### config.mk
export PLATFORM = sky130hd
export DESIGN_NAME = sdio_host_cmd_phy
export DESIGN_NICKNAME = d
export VERILOG_FILES = /design/src/rtl/sdio_host_cmd_phy_pkg.sv /design/src/rtl/sdio_host_cmd_phy_crc7.sv /design/src/rtl/sdio_host_cmd_phy.sv
export SDC_FILE = /design/constraint.sdc
export NUM_CORES = 1
export LEC_CHECK = 0
export ABC_AREA = 1
export BUFFER_PORTS_ARGS = -buffer_cell sky130_fd_sc_hd__buf_2
export CAP_MARGIN = 20
export CORE_MARGIN = 2
export CORE_UTILIZATION = 57
export DETAILED_ROUTE_END_ITERATION = 8
export PLACE_DENSITY = 0.8
export SYNTH_ARGS = -nofsm -noshare
export SYNTH_HDL_FRONTEND = slang
export SYNTH_SLANG_ARGS = --single-unit
### constraint.sdc
create_clock -name clk -period 3.7 [get_ports clk]
set_input_delay 0 -clock clk [delete_from_list [all_inputs] [get_ports clk]]
set_output_delay 0 -clock clk [all_outputs]
set_load 0.02 [all_outputs]
### src/rtl/sdio_host_cmd_phy_pkg.sv
// Shared state encoding, frame constants and CRC7 step for the host CMD-line PHY.
package sdio_host_cmd_phy_pkg;

    typedef enum logic [3:0] {
        ST_IDLE,
        ST_CMD_TX,
        ST_CMD_CRC,
        ST_CMD_END,
        ST_TURNAROUND,
        ST_WAIT_RSPS,
        ST_RSPS_RX,
        ST_RSPS_CRC,
        ST_RSPS_END,
        ST_GAP
    } phy_state_t;

    localparam int SDIO_CMD_FRAME_LEN  = 48;
    localparam int SDIO_RSPS_SHORT_LEN = 48;
    localparam int SDIO_NZ_CYCLES      = 2;
    localparam int CRC_W               = 7;
    localparam int BODY_W              = SDIO_CMD_FRAME_LEN - CRC_W - 1;

    localparam logic [CRC_W-1:0] CRC7_POLY = 7'h09;

    // One serial step of x^7 + x^3 + 1, data MSB first.
    function automatic logic [CRC_W-1:0] crc7_next(input logic [CRC_W-1:0] crc, input logic din);
        logic fb;
        fb = crc[CRC_W-1] ^ din;
        return {crc[CRC_W-2:0], 1'b0} ^ (fb ? CRC7_POLY : 7'h00);
    endfunction

endpackage

### src/rtl/sdio_host_cmd_phy_crc7.sv
// Serial CRC7 accumulator; i_clr restarts from zero and may absorb a first bit in the same cycle.
import sdio_host_cmd_phy_pkg::*;

module sdio_host_cmd_phy_crc7 (
    input  logic       clk,
    input  logic       rst,
    input  logic       i_clr,
    input  logic       i_en,
    input  logic       i_bit,
    output logic [6:0] o_crc
);

    logic [6:0] r_crc;

    always_ff @(posedge clk or posedge rst) begin
        if (rst) begin
            r_crc <= '0;
        end else if (i_clr) begin
            r_crc <= i_en ? crc7_next(7'd0, i_bit) : 7'd0;
        end else if (i_en) begin
            r_crc <= crc7_next(r_crc, i_bit);
        end
    end

    assign o_crc = r_crc;

endmodule

### src/rtl/sdio_host_cmd_phy.sv
// Host SDIO CMD-line PHY: sends a 48-bit command, optionally receives a 48-bit response.
// Optional receive CRC check: define SDIO_HOST_RSPS_CRC_CHECK_EN (otherwise o_rsps_crc_good is tied 1).
import sdio_host_cmd_phy_pkg::*;

module sdio_host_cmd_phy #(
    parameter int RSPS_TIMEOUT = 64,
    parameter int CMD_GAP      = 8
) (
    input  logic        clk,
    input  logic        rst,
    input  logic        i_cmd_stb,
    input  logic [5:0]  i_cmd,
    input  logic [31:0] i_cmd_arg,
    input  logic        i_rsps_en,
    output logic        o_cmd_idle,
    output logic        o_cmd_done_stb,
    output logic        o_rsps_stb,
    output logic [39:0] o_rsps,
    output logic        o_rsps_crc_good,
    output logic        o_rsps_end_err,
    output logic        o_rsps_timeout,
    output logic        o_sdio_cmd_dir,
    output logic        o_sdio_cmd_out,
    input  logic        i_sdio_cmd_in
);

    localparam logic [7:0] LAST_BODY = 8'(BODY_W - 1);
    localparam logic [7:0] LAST_CRC  = 8'(CRC_W - 1);
    localparam logic [7:0] LAST_NZ   = 8'(SDIO_NZ_CYCLES - 1);
    localparam logic [7:0] TO_LAST   = 8'(RSPS_TIMEOUT - 1);
    localparam logic [7:0] GAP_LAST  = 8'(CMD_GAP - 1);

    phy_state_t  r_state;
    logic [39:0] r_shift;
    logic [7:0]  r_cnt;
    logic        r_rsps_en;
    logic        r_cmd_idle;
    logic        r_done_stb;
    logic        r_rsps_stb;
    logic [39:0] r_rsps;
    logic        r_end_err;
    logic        r_timeout;
    logic        r_dir;
    logic        r_out;
`ifdef SDIO_HOST_RSPS_CRC_CHECK_EN
    logic [6:0]  r_crc_rx;
    logic        r_crc_good;
`endif

    logic [39:0] w_frame;
    logic [6:0]  w_crc;
    logic        w_crc_clr;
    logic        w_crc_en;
    logic        w_crc_bit;

    assign w_frame = {2'b01, i_cmd, i_cmd_arg};

    // The single CRC engine serves TX, then is cleared in turnaround and reused for RX.
    always_comb begin
        w_crc_clr = (r_state == ST_IDLE) || (r_state == ST_TURNAROUND);
        w_crc_en  = 1'b0;
        w_crc_bit = 1'b0;
        case (r_state)
            ST_IDLE: begin
                w_crc_en  = i_cmd_stb;
                w_crc_bit = w_frame[39];
            end
            ST_CMD_TX: begin
                w_crc_en  = (r_cnt != LAST_BODY);
                w_crc_bit = r_shift[39];
            end
`ifdef SDIO_HOST_RSPS_CRC_CHECK_EN
            ST_WAIT_RSPS: begin
                w_crc_en  = (r_cnt != TO_LAST) && !i_sdio_cmd_in;
                w_crc_bit = i_sdio_cmd_in;
            end
            ST_RSPS_RX: begin
                w_crc_en  = 1'b1;
                w_crc_bit = i_sdio_cmd_in;
            end
`endif
            default: ;
        endcase
    end

    sdio_host_cmd_phy_crc7 u_crc7 (
        .clk   (clk),
        .rst   (rst),
        .i_clr (w_crc_clr),
        .i_en  (w_crc_en),
        .i_bit (w_crc_bit),
        .o_crc (w_crc)
    );

    always_ff @(posedge clk or posedge rst) begin
        if (rst) begin
            r_state    <= ST_IDLE;
            r_shift    <= '0;
            r_cnt      <= '0;
            r_rsps_en  <= 1'b0;
            r_cmd_idle <= 1'b1;
            r_done_stb <= 1'b0;
            r_rsps_stb <= 1'b0;
            r_rsps     <= '0;
            r_end_err  <= 1'b0;
            r_timeout  <= 1'b0;
            r_dir      <= 1'b0;
            r_out      <= 1'b1;
`ifdef SDIO_HOST_RSPS_CRC_CHECK_EN
            r_crc_rx   <= '0;
            r_crc_good <= 1'b0;
`endif
        end else begin
            r_done_stb <= 1'b0;
            r_rsps_stb <= 1'b0;
            case (r_state)
                ST_IDLE: begin
                    if (i_cmd_stb) begin
                        r_shift    <= {w_frame[38:0], 1'b0};
                        r_out      <= w_frame[39];
                        r_dir      <= 1'b1;
                        r_cmd_idle <= 1'b0;
                        r_rsps_en  <= i_rsps_en;
                        r_cnt      <= '0;
                        r_rsps     <= '0;
                        r_end_err  <= 1'b0;
                        r_timeout  <= 1'b0;
`ifdef SDIO_HOST_RSPS_CRC_CHECK_EN
                        r_crc_good <= 1'b0;
`endif
                        r_state    <= ST_CMD_TX;
                    end
                end
                ST_CMD_TX: begin
                    if (r_cnt == LAST_BODY) begin
                        r_out   <= w_crc[6];
                        r_cnt   <= '0;
                        r_state <= ST_CMD_CRC;
                    end else begin
                        r_out   <= r_shift[39];
                        r_shift <= {r_shift[38:0], 1'b0};
                        r_cnt   <= r_cnt + 8'd1;
                    end
                end
                ST_CMD_CRC: begin
                    if (r_cnt == LAST_CRC) begin
                        r_out   <= 1'b1;
                        r_state <= ST_CMD_END;
                    end else begin
                        r_out <= w_crc[3'd5 - r_cnt[2:0]];
                        r_cnt <= r_cnt + 8'd1;
                    end
                end
                ST_CMD_END: begin
                    r_dir   <= 1'b0;
                    r_out   <= 1'b1;
                    r_cnt   <= '0;
                    r_state <= ST_TURNAROUND;
                end
                ST_TURNAROUND: begin
                    if (r_cnt == LAST_NZ) begin
                        r_cnt <= '0;
                        if (r_rsps_en) begin
                            r_state <= ST_WAIT_RSPS;
                        end else begin
                            r_dir   <= 1'b1;
                            r_state <= ST_GAP;
                        end
                    end else begin
                        r_cnt <= r_cnt + 8'd1;
                    end
                end
                ST_WAIT_RSPS: begin
                    // Timeout is checked first so a start bit on the final count loses.
                    if (r_cnt == TO_LAST) begin
                        r_timeout <= 1'b1;
                        r_dir     <= 1'b1;
                        r_cnt     <= '0;
                        r_state   <= ST_GAP;
                    end else if (!i_sdio_cmd_in) begin
                        r_shift <= {r_shift[38:0], 1'b0};
                        r_cnt   <= 8'd1;
                        r_state <= ST_RSPS_RX;
                    end else begin
                        r_cnt <= r_cnt + 8'd1;
                    end
                end
                ST_RSPS_RX: begin
                    r_shift <= {r_shift[38:0], i_sdio_cmd_in};
                    if (r_cnt == LAST_BODY) begin
                        r_cnt   <= '0;
                        r_state <= ST_RSPS_CRC;
                    end else begin
                        r_cnt <= r_cnt + 8'd1;
                    end
                end
                ST_RSPS_CRC: begin
`ifdef SDIO_HOST_RSPS_CRC_CHECK_EN
                    r_crc_rx <= {r_crc_rx[5:0], i_sdio_cmd_in};
`endif
                    if (r_cnt == LAST_CRC) begin
                        r_state <= ST_RSPS_END;
                    end else begin
                        r_cnt <= r_cnt + 8'd1;
                    end
                end
                ST_RSPS_END: begin
                    r_rsps_stb <= 1'b1;
                    r_rsps     <= r_shift;
                    r_end_err  <= !i_sdio_cmd_in;
`ifdef SDIO_HOST_RSPS_CRC_CHECK_EN
                    r_crc_good <= (r_crc_rx == w_crc);
`endif
                    r_dir      <= 1'b1;
                    r_out      <= 1'b1;
                    r_cnt      <= '0;
                    r_state    <= ST_GAP;
                end
                ST_GAP: begin
                    if (r_cnt == GAP_LAST) begin
                        r_dir      <= 1'b0;
                        r_cmd_idle <= 1'b1;
                        r_state    <= ST_IDLE;
                    end else begin
                        if (r_cnt == GAP_LAST - 8'd1) r_done_stb <= 1'b1;
                        r_cnt <= r_cnt + 8'd1;
                    end
                end
                default: r_state <= ST_IDLE;
            endcase
        end
    end

    assign o_cmd_idle     = r_cmd_idle;
    assign o_cmd_done_stb = r_done_stb;
    assign o_rsps_stb     = r_rsps_stb;
    assign o_rsps         = r_rsps;
    assign o_rsps_end_err = r_end_err;
    assign o_rsps_timeout = r_timeout;
    assign o_sdio_cmd_dir = r_dir;
    assign o_sdio_cmd_out = r_out;
`ifdef SDIO_HOST_RSPS_CRC_CHECK_EN
    assign o_rsps_crc_good = r_crc_good;
`else
    assign o_rsps_crc_good = 1'b1;
`endif

endmodule

==> results of run 1 <==
==> cells in the final DEF (no fill, tap or decap), types with 17 or more instances in the layout <==
master,netlist,layout
buf_2,14,89
nand3_1,113,113
inv_1,57,56
nor2_1,51,51
dfrtp_1,105,105
dlygate4sd3_1,0,39
a21oi_1,17,17
nand2_1,323,323
o21ai_0,35,35
==> flip-flops by register name (all words and copies together), names as in the netlist <==
| signal | cells |
|---|---|
| o_cmd_idle | 1 |
| o_rsps_timeout | 1 |
| r_shift | 40 |
| o_cmd_done_stb | 1 |
| o_sdio_cmd_dir | 1 |
| o_rsps_stb | 1 |
| u_crc7.o_crc | 7 |
| r_cnt | 8 |
| o_rsps | 40 |
| r_rsps_en | 1 |
| r_state | 4 |
| o_sdio_cmd_out | 1 |
| o_rsps_end_err | 1 |
==> how the worst max path moves through the flow <==
stage	start	endpoint	slack, ns
6_report	r_state[0]	r_shift[7]	1.08
3_3_place_gp	r_state[0]	r_shift[33]	1.21
5_1_grt	r_state[0]	r_shift[6]	0.86
3_5_place_dp	r_state[0]	r_shift[1]	1.12
2_1_floorplan	rst	o_cmd_done_stb	0.89
4_1_cts	r_state[0]	r_shift[1]	1.10
==> power by group through the flow <==
| stage | clock network, W | logic, W | registers [W] |
|---|---|---|---|
| after global routing | 0.000789 | 0.00336 | 0.00206 |
| after CTS | 0.000745 | 0.00291 | 0.00198 |
| after floorplan | 0 | 0.00204 | 0.00214 |
| final | 0.000731 | 0.00294 | 0.00200 |
| after detailed placement | 0 | 0.00287 | 0.00200 |
| after global placement | 0 | 0.00278 | 0.00198 |
==> cells by family (layout without fill, tap and decap cells) <==
| group | after synthesis | in the layout |
|---|---|---|
| compound gates | 57 | 57 |
| xor+xnor | 1 | 1 |
| buf+inv | 98 | 216 |
| flops | 107 | 107 |
| fa+ha+maj | 4 | 4 |
| other cells | 1 | 1 |
| simple gates | 512 | 512 |
==> what timing repair did <==
item,CTS,global route
buffers inserted,0,0
hold endpoints to repair,119,0
resized for setup,0,0
endpoints found under the setup margin,0,0
hold buffers,39,0
==> layout make-up <==
class,instances,area share [%]
clock buffer,11,1.96
tap,133,2.48
timing repair buffer,135,13.5
inverter,65,3.67
sequential,107,39.9
multi-input combinational,575,37.5
clock inverter,5,0.914
==> through the flow <==
stage	setup slack (ns)	util, %	cell area (sq um)	power, W	hold slack [ns]
3_5_place_dp	1.12	63.3	6100	0.00487	0.235
3_3_place_gp	1.21	63.3	6100	0.00476	0.225
4_1_cts	1.10	69.3	6680	0.00564	0.00526
5_1_grt	0.858	69.6	6710	0.00620	0.0483
2_1_floorplan	0.886	-	5600	0.00418	0.112
6_report	1.08	69.6	6710	0.00567	0.0180
==> metal layers <==
layer	global-route usage [%]	part of all wire, %	up-vias
met5	0	0	-
met4	10.1	2.2	0
met3	3.80	7.0	37
met2	48.7	50	253
met1	39.0	41	2560
li1	-	-	2684
==> synth_stat cells <==
master and n:
a21oi_1 17, and2_1 1, buf_1 2, buf_2 14, buf_4 2, buf_6 2
clkbuf_1 13, conb_1 1, dfrtp_1 105, dfstp_2 2, ha_1 4, inv_1 57
inv_2 8, nand2_1 323, nand2_2 3, nand2_4 1, nand3_1 113, nand3_2 2
nand3b_1 1, nand4_1 9, nor2_1 51, nor2_2 5, nor2_4 2, nor3b_1 1
o2111ai_1 2, o211ai_1 1, o21ai_0 35, o21ai_1 1, o22ai_2 1, xor2_1 1
==> worst max-delay path, delay by kind of cell, from the launching register on <==
| family | cells | cell delay [ns] |
|---|---|---|
| AO/OA/AOI/OAI | 1 | 0.17 |
| flip-flops | 1 | 0.47 |
| AND/OR/NAND/NOR | 6 | 1.34 |
| buffers and inverters | 3 | 0.58 |
==> results.py, run 1 <==
metrics = {
    "hold_path": {
        "hold_path_class": "input pin to flop",
        "holdPathStages": 5,
        "hp-start": "i_cmd[5]",
        "hold_end": "r_shift[38]",
    },
    "setup_path": {
        "cp_cell_sequence": "inv_2, nor2_4, nand2_1, nand2_4, o22ai_2, inv_2, nand2_1, buf_4, nand2_1, nand2_1",
        "required_ns": 4.02,
        "critical_path_class": "flop to flop",
        "r2r_cells": 10,
        "slowest_stage": "nand2_1",
        "cp.arrival_ns": 2.94,
        "path_max_fanout": 24,
        "r2r-start": "r_state[0]",
        "reg2reg_slack_ns": 1.08,
        "critPathMostFrequentCell": "nand2_1",
        "end_kind": "flop",
        "r2r-end": "r_shift[7]",
        "crit_path_start_kind": "flop",
        "slowest_delay_ns": 0.62,
    },
    "placed_design": {
        "port_buffers": 89,
        "gp_congestion": 0.994,
        "dp.cells": 975,
        "post-dp-hpwl_microns": 9360,
    },
    "timing": {
        "timing.fmax_ghz": 0.382,
        "tns_ns": 0,
        "slew_headroom_pct": 34.7,
        "worst_pin_slew_ns": 0.978,
        "finalHoldViolCount": 0,
        "skew_ns": 0.0124,
        "rsz0062_at_grt": "no",
        "setup_viol": 0,
        "slew_violations": 0,
        "finalCriticalPeriod_ns": 2.62,
        "min_period_over_period_pct": 70.8,
    },
    "logic_synthesis": {
        "synth_compound_area_share_pct": 5.40,
        "synthTopCellsByArea": "dfrtp_1, nand2_1, nand3_1",
        "synthSimpleGateAreaFrac_pct": 38.4,
        "synth_top_family_by_area": "simple AND/OR/NAND/NOR gates",
        "ys_ff_latch": 107,
        "syn_inst": 780,
        "synth-xor-area-share_pct": 0.156,
        "synthDistinctLibCells": 30,
        "avgSynthCellArea_sq_um": 7.18,
        "synthAdderAreaFrac_pct": 0.893,
        "yosysWarnings": 0,
        "syn_area_sq_mm": 0.00560,
        "synth_top_area_share_pct": 46.9,
        "yosysSeqAreaShare_pct": 47.8,
        "yosysTopAreaCell": "dfrtp_1",
        "synth_nets": 827,
        "muxShareOfSynthArea_pct": 0,
    },
    "final_layout": {
        "diodes": 0,
        "multi_input_area_sq_mm": 0.00252,
        "area_growth_pct": 19.7,
        "seq_area_sq_mm": 0.00268,
        "instances_no_fill": 1031,
        "drive_above_1_share_pct": 15.0,
        "fin_nets": 940,
        "fillers": 783,
    },
    "global_routing": {
        "antenna_found_initial": 0,
        "grt_pass1_wl_microns": 24100,
        "grt_start_max_net_pins": 83,
        "grt_usage_pct": 29.0,
        "grt_pass1_vias": 5158,
        "gr-total-overflow": 0,
    },
    "power_and_ir_drop": {
        "swShare_pct": 49.1,
        "combPwrFrac_pct": 51.9,
        "powerDensity_mw_per_mm2": 844,
        "p_seq_share_pct": 35.2,
        "p_clk_share_pct": 12.9,
        "switchingPower_w": 0.00278,
        "p_leak_nw": 3.79,
        "irDropWorstVdd_mv": 0.618,
        "internal_power_w": 0.00288,
    },
    "run_status": {
        "status": "complete, no violations",
    },
    "floorplanning": {
        "die_h_microns": 103,
        "initial_core_util_pct": 58.1,
        "die-area_sq_mm": 0.0106,
        "fp.dieW_microns": 103,
        "num_io_pins": 91,
        "row_count": 36,
        "core_area_sq_mm": 0.00964,
    },
    "clock_tree": {
        "clk_pin_slew_ns": 0.10,
        "cts.sinks": 107,
        "cts_tree": "yes",
        "clkLatencyLatePin_ns": 0.38,
        "root_buffer": "clkbuf_8",
        "h-tree-depth": 3,
        "cts.path.max_buffers": 2,
        "cts_made_buffers": 9,
    },
    "route": {
        "vias": 5534,
        "routedWlPerCell_microns": 14.2,
        "via_per_inst": 5.37,
        "drc": 0,
        "dr.pass1.iters": 5,
        "antenna_left": 0,
        "totalWireLength_microns": 14700,
        "drt_iter0_markers": 431,
    },
    "flow_run": {
        "drv_cap": 0,
    },
}
Power figures use the tool's default switching activity.
==> inputs of run 2 (changes only) <==
==> constraint.sdc (replaced) <==
create_clock -name clk -period 2.74 [get_ports clk]
set_input_delay 0 -clock clk [delete_from_list [all_inputs] [get_ports clk]]
set_output_delay 0 -clock clk [all_outputs]
set_load 0.02 [all_outputs]
==> run 2 against run 1 <==
  * First-iteration DRC count is 7.0% lower
  * Final area is essentially flat
  * Core utilization barely moved
  * Non-clock buffer count is 1 higher
  * Wire length rose by 0.82%
  * Register-to-register slack got worse by 0.75 ns
  * Fmax rose by 8.9%
  * Critical path type unchanged
==> results.py, run 2 (synthesis results as in run 1) <==
metrics = {
    "setup_path": {
        "crit_path_start_kind": "flop",
        "r2r-start": "r_cnt[1]",
        "critical_path_class": "flop to flop",
        "reg2reg_slack_ns": 0.33,
        "required_ns": 3.05,
        "r2r_cells": 9,
        "r2r-end": "r_shift[24]",
        "cp.arrival_ns": 2.72,
        "end_kind": "flop",
        "path_max_fanout": 26,
    },
    "final_layout": {
        "diodes": 0,
        "fillers": 814,
        "post-route-util_pct": 69.6,
        "final_cell_mix": "nand2_1, nand3_1, dfrtp_1",
        "fin_nets": 941,
        "final_common_cell": "nand2_1",
        "area_growth_pct": 19.7,
        "drive_above_1_share_pct": 15.3,
    },
    "global_routing": {
        "antenna_found_initial": 0,
        "grt_pass1_vias": 5188,
        "gr-total-overflow": 0,
        "grt_pass1_wl_microns": 24400,
        "grt_start_max_net_pins": 108,
        "grt_usage_pct": 29.4,
    },
    "clock_tree": {
        "cts.sinks": 107,
        "cts.path.max_buffers": 2,
        "root_buffer": "clkbuf_8",
        "cts_tree": "yes",
        "cts_made_buffers": 9,
        "h-tree-depth": 3,
        "clkLatencyLatePin_ns": 0.38,
        "clk_pin_slew_ns": 0.10,
    },
    "timing": {
        "slew_headroom_pct": 56.5,
        "min_period_over_period_pct": 87.8,
        "timing.fmax_ghz": 0.416,
        "slew_violations": 0,
        "tns_ns": 0,
        "finalHoldViolCount": 0,
        "finalCriticalPeriod_ns": 2.41,
        "setup_viol": 0,
        "rsz0062_at_grt": "no",
        "worst_pin_slew_ns": 0.652,
        "skew_ns": 0.0110,
    },
    "route": {
        "vias": 5576,
        "dr.pass1.iters": 6,
        "routedWlPerCell_microns": 14.3,
        "drt_iter0_markers": 401,
        "via_per_inst": 5.41,
        "antenna_left": 0,
        "drc": 0,
        "totalWireLength_microns": 14800,
    },
    "power_and_ir_drop": {
        "p_clk_share_pct": 12.9,
        "p_seq_share_pct": 34.9,
        "powerDensity_mw_per_mm2": 1150,
        "switchingPower_w": 0.00378,
        "swShare_pct": 49.0,
        "internal_power_w": 0.00393,
        "irDropWorstVdd_mv": 0.650,
        "combPwrFrac_pct": 52.3,
        "p_leak_nw": 3.79,
    },
    "placed_design": {
        "gp_congestion": 1.06,
        "post-dp-hpwl_microns": 9400,
        "port_buffers": 89,
    },
    "hold_path": {
        "hold_end": "r_shift[11]",
        "hold_path_class": "input pin to flop",
        "hp-start": "i_cmd_arg[10]",
        "holdPathStages": 5,
    },
    "floorplanning": {
        "row_count": 36,
        "core_area_sq_mm": 0.00964,
        "num_io_pins": 91,
        "initial_core_util_pct": 58.1,
        "die_h_microns": 103,
        "fp.dieW_microns": 103,
        "die-area_sq_mm": 0.0106,
    },
    "flow_run": {
        "drv_cap": 0,
    },
    "run_status": {
        "status": "complete, no violations",
    },
}
[run 2: changes by cell type in the layout (fill, tap and decap cells not counted), sizes merged]
cell | previous run | this run
clkbuf | 11 | 12
dlygate4sd3 | 39 | 37
clkinv | 3 | 1
inv | 66 | 65
buf | 96 | 99
clkinvlp | 0 | 1
[run 2: per-stage QoR]
step | cell area [sq um] | instances | total power [W] | hold WS (ns) | worst slack, ns
global route | 6710 | 1031 | 0.00843 | 0.0230 | 0.167
detailed placement | 6140 | 979 | 0.00664 | 0.221 | 0.392
floorplan | 5610 | 780 | 0.00565 | 0.112 | 1.02
global placement | 6140 | 979 | 0.00649 | 0.212 | 0.517
finish | 6710 | 1031 | 0.00772 | 0.0147 | 0.335
CTS | 6710 | 1031 | 0.00769 | 0.00239 | 0.361
[run 2: metal layers]
layer  track usage [%]  share of wire (%)
met1              40.7                 42
met2              46.2                 49
met3              5.15                6.8
met4              11.6                2.6
met5                 0                  0
[run 2: layout make-up]
class                      count  area, sq um  area share [%]
tap                          133          166            2.48
clock inverter                 3         47.5           0.709
timing repair buffer         136          903            13.5
clock buffer                  12          145            2.16
multi-input combinational    575         2520            37.5
inverter                      65          248            3.69
sequential                   107         2680            40.0
[run 2: critical path, stage by stage, from the launching register on]
cell,delay (ns)
dfrtp_1,0.46
ha_1,0.27
nand3_1,0.14
nor2_1,0.09
nand3_2,0.12
nand3_2,0.12
nor2_2,0.54
buf_4,0.41
nand2_1,0.09
nand2_1,0.09
[run 2: timing repair]
action | CTS | global route
buffers inserted | 0 | 0
gates resized for setup | 0 | 0
hold buffers | 37 | 0
hold endpoints to repair | 142 | 0
[run 2: how the worst max path moves through the flow]
| stage | to | cells after the start | slack (ns) | startpoint |
|---|---|---|---|---|
| finish | r_shift[24] | 9 | 0.33 | r_cnt[1] |
| global route | r_shift[23] | 9 | 0.17 | r_cnt[1] |
| CTS | r_shift[24] | 9 | 0.36 | r_cnt[1] |
| detailed placement | r_shift[24] | 9 | 0.39 | r_cnt[1] |
| global placement | r_shift[23] | 9 | 0.52 | r_cnt[1] |
| floorplan | r_state[0] | 10 | 1.02 | r_cnt[0] |
[run 2: power groups by stage]
| stage | combinational, W | sequential [W] | clock (W) |
|---|---|---|---|
| after floorplan | 0.00276 | 0.00289 | 0 |
| after global placement | 0.00382 | 0.00266 | 0 |
| after detailed placement | 0.00395 | 0.00269 | 0 |
| after CTS | 0.00400 | 0.00267 | 0.00101 |
| after global routing | 0.00457 | 0.00278 | 0.00108 |
| final | 0.00403 | 0.00269 | 0.000994 |
==> inputs of run 3 (changes only) <==
--- a/config.mk
+++ b/config.mk
@@ -9,9 +9,9 @@
 export BUFFER_PORTS_ARGS = -buffer_cell sky130_fd_sc_hd__buf_2
 export CAP_MARGIN = 20
 export CORE_MARGIN = 2
-export CORE_UTILIZATION = 57
+export CORE_UTILIZATION = 43
 export DETAILED_ROUTE_END_ITERATION = 8
-export PLACE_DENSITY = 0.8
+export PLACE_DENSITY = 0.63
 export SYNTH_ARGS = -nofsm -noshare
 export SYNTH_HDL_FRONTEND = slang
 export SYNTH_SLANG_ARGS = --single-unit
==> run 3 against run 2 <==
  * The flow now finishes with violations (hold timing)
  * Sequential cell count unchanged
  * Via count down 4.8%
  * Hold slack worse by 0.023 ns
  * Global-route usage down 7.9 points
  * Sequential power about the same
  * Combinational power down 1%
  * Critical endpoint is now r_shift[13]
==> results.py, run 3 (synthesis results as in run 1) <==
metrics = {
    "run_status": {
        "status": "finished with violations",
        "violations": "hold timing",
    },
    "floorplanning": {
        "fp.dieW_microns": 118,
        "initial_core_util_pct": 44.2,
        "die-area_sq_mm": 0.0140,
        "row_count": 41,
        "core_area_sq_mm": 0.0127,
        "die_h_microns": 118,
        "num_io_pins": 91,
    },
    "timing": {
        "slew_headroom_pct": 39.7,
        "timing.fmax_ghz": 0.422,
        "skew_ns": 0.00402,
        "setup_viol": 0,
        "min_period_over_period_pct": 86.4,
        "finalHoldViolCount": 1,
        "rsz0062_at_grt": "no",
        "worst_pin_slew_ns": 0.902,
        "tns_ns": 0,
        "holdWs_ns": -0.00853,
        "finalCriticalPeriod_ns": 2.37,
        "slew_violations": 0,
    },
    "setup_path": {
        "required_ns": 3.03,
        "cp.arrival_ns": 2.66,
        "end_kind": "flop",
        "reg2reg_slack_ns": 0.37,
        "cp-endpoint": "r_shift[13]",
        "path_max_fanout": 40,
        "r2r-end": "r_shift[13]",
        "crit_path_start_kind": "flop",
        "critical_path_class": "flop to flop",
        "r2r_cells": 8,
        "crit_path_start": "r_cnt[0]",
        "r2r-start": "r_cnt[0]",
    },
    "final_layout": {
        "instances_no_fill": 1061,
        "final_common_cell": "nand2_1",
        "diodes": 0,
        "fillers": 1211,
        "area_growth_pct": 20.7,
        "drive_above_1_share_pct": 15.7,
        "post-route-util_pct": 53.4,
        "fin_nets": 931,
        "final_cell_mix": "nand2_1, nand3_1, dfrtp_1",
    },
    "clock_tree": {
        "post-cts-setup-buffers": 0,
        "cts.sinks": 107,
        "clkLatencyLatePin_ns": 0.35,
        "clk_pin_slew_ns": 0.07,
        "cts_resized": 0,
        "postCtsHoldBufs": 26,
        "root_buffer": "clkbuf_16",
        "cts_made_buffers": 9,
        "h-tree-depth": 3,
        "cts_tree": "yes",
        "cts.path.max_buffers": 2,
    },
    "hold_path": {
        "hold_path_class": "input pin to flop",
    },
    "global_routing": {
        "grt_pass1_vias": 5042,
        "grt_usage_pct": 21.4,
        "antenna_found_initial": 0,
        "gr-total-overflow": 0,
        "grt_pass1_wl_microns": 24300,
        "grt_start_max_net_pins": 55,
    },
    "power_and_ir_drop": {
        "p_leak_nw": 3.80,
        "p_total_w": 0.00797,
        "irDropWorstVdd_mv": 0.716,
        "powerDensity_mw_per_mm2": 1180,
    },
    "route": {
        "drc": 0,
        "vias": 5307,
        "antenna_left": 0,
        "drt_iter0_markers": 337,
        "totalWireLength_microns": 14400,
        "dr.pass1.iters": 5,
        "via_per_inst": 5.00,
        "routedWlPerCell_microns": 13.6,
    },
    "placed_design": {
        "post-dp-hpwl_microns": 9890,
        "gp_congestion": 0.927,
        "port_buffers": 89,
        "dp.cells": 1019,
    },
    "flow_run": {
        "drv_cap": 0,
    },
}
-- run 3: report_power, final --
part / switching [W] / leakage [nW] / internal, W / total [W]
sequential: 0.000465 / 1.41 / 0.00223 / 0.00270
clock: 0.000579 / 0.146 / 0.000720 / 0.00130
combinational: 0.00272 / 2.25 / 0.00124 / 0.00397
total: 0.00377 / 3.80 / 0.00420 / 0.00797
-- run 3: area by class of cell --
cell class                 count  area (sq um)  share of cell area [%]
tap                          172           215                    3.18
clock inverter                 2          16.3                   0.240
sequential                   107          2680                    39.6
inverter                      65           248                    3.66
timing repair buffer         126           801                    11.8
multi-input combinational    575          2520                    37.3
clock buffer                  14           284                    4.20
-- run 3: critical path, stage by stage, from the launching register on --
cell	delay, ns
dfrtp_1	0.49
ha_1	0.30
nand3_1	0.15
nor2_1	0.10
nand3_2	0.12
nand3_2	0.13
nor2_4	0.72
nand2_1	0.15
nand2_1	0.13
-- run 3: metrics by stage --
stage | cell area, sq um | setup WS (ns)
4_1_cts | 6770 | 0.353
6_report | 6770 | 0.372
2_1_floorplan | 5610 | 1.02
5_1_grt | 6770 | 0.119
3_5_place_dp | 6200 | 0.414
3_3_place_gp | 6200 | 0.478
-- run 3: worst min path at each step --
stage,from,to,slack (ns),cells after the start
floorplan,i_sdio_cmd_in,o_rsps_end_err,0.11,1
global placement,rst,o_rsps[35],0.03,2
detailed placement,rst,o_rsps[35],0.04,2
CTS,i_cmd_arg[19],r_shift[20],0.0006,5
global route,i_cmd_arg[19],r_shift[20],0.01,5
finish,i_cmd_arg[19],r_shift[20],-0.009,5
-- run 3: per-layer routing --
layer,vias to the layer above,GRT usage (%),share of wire (%)
met4,0,8.36,1.7
met3,18,3.86,4.7
met2,131,34.6,47
li1,2677,-,-
met1,2481,28.6,47
met5,-,0,0
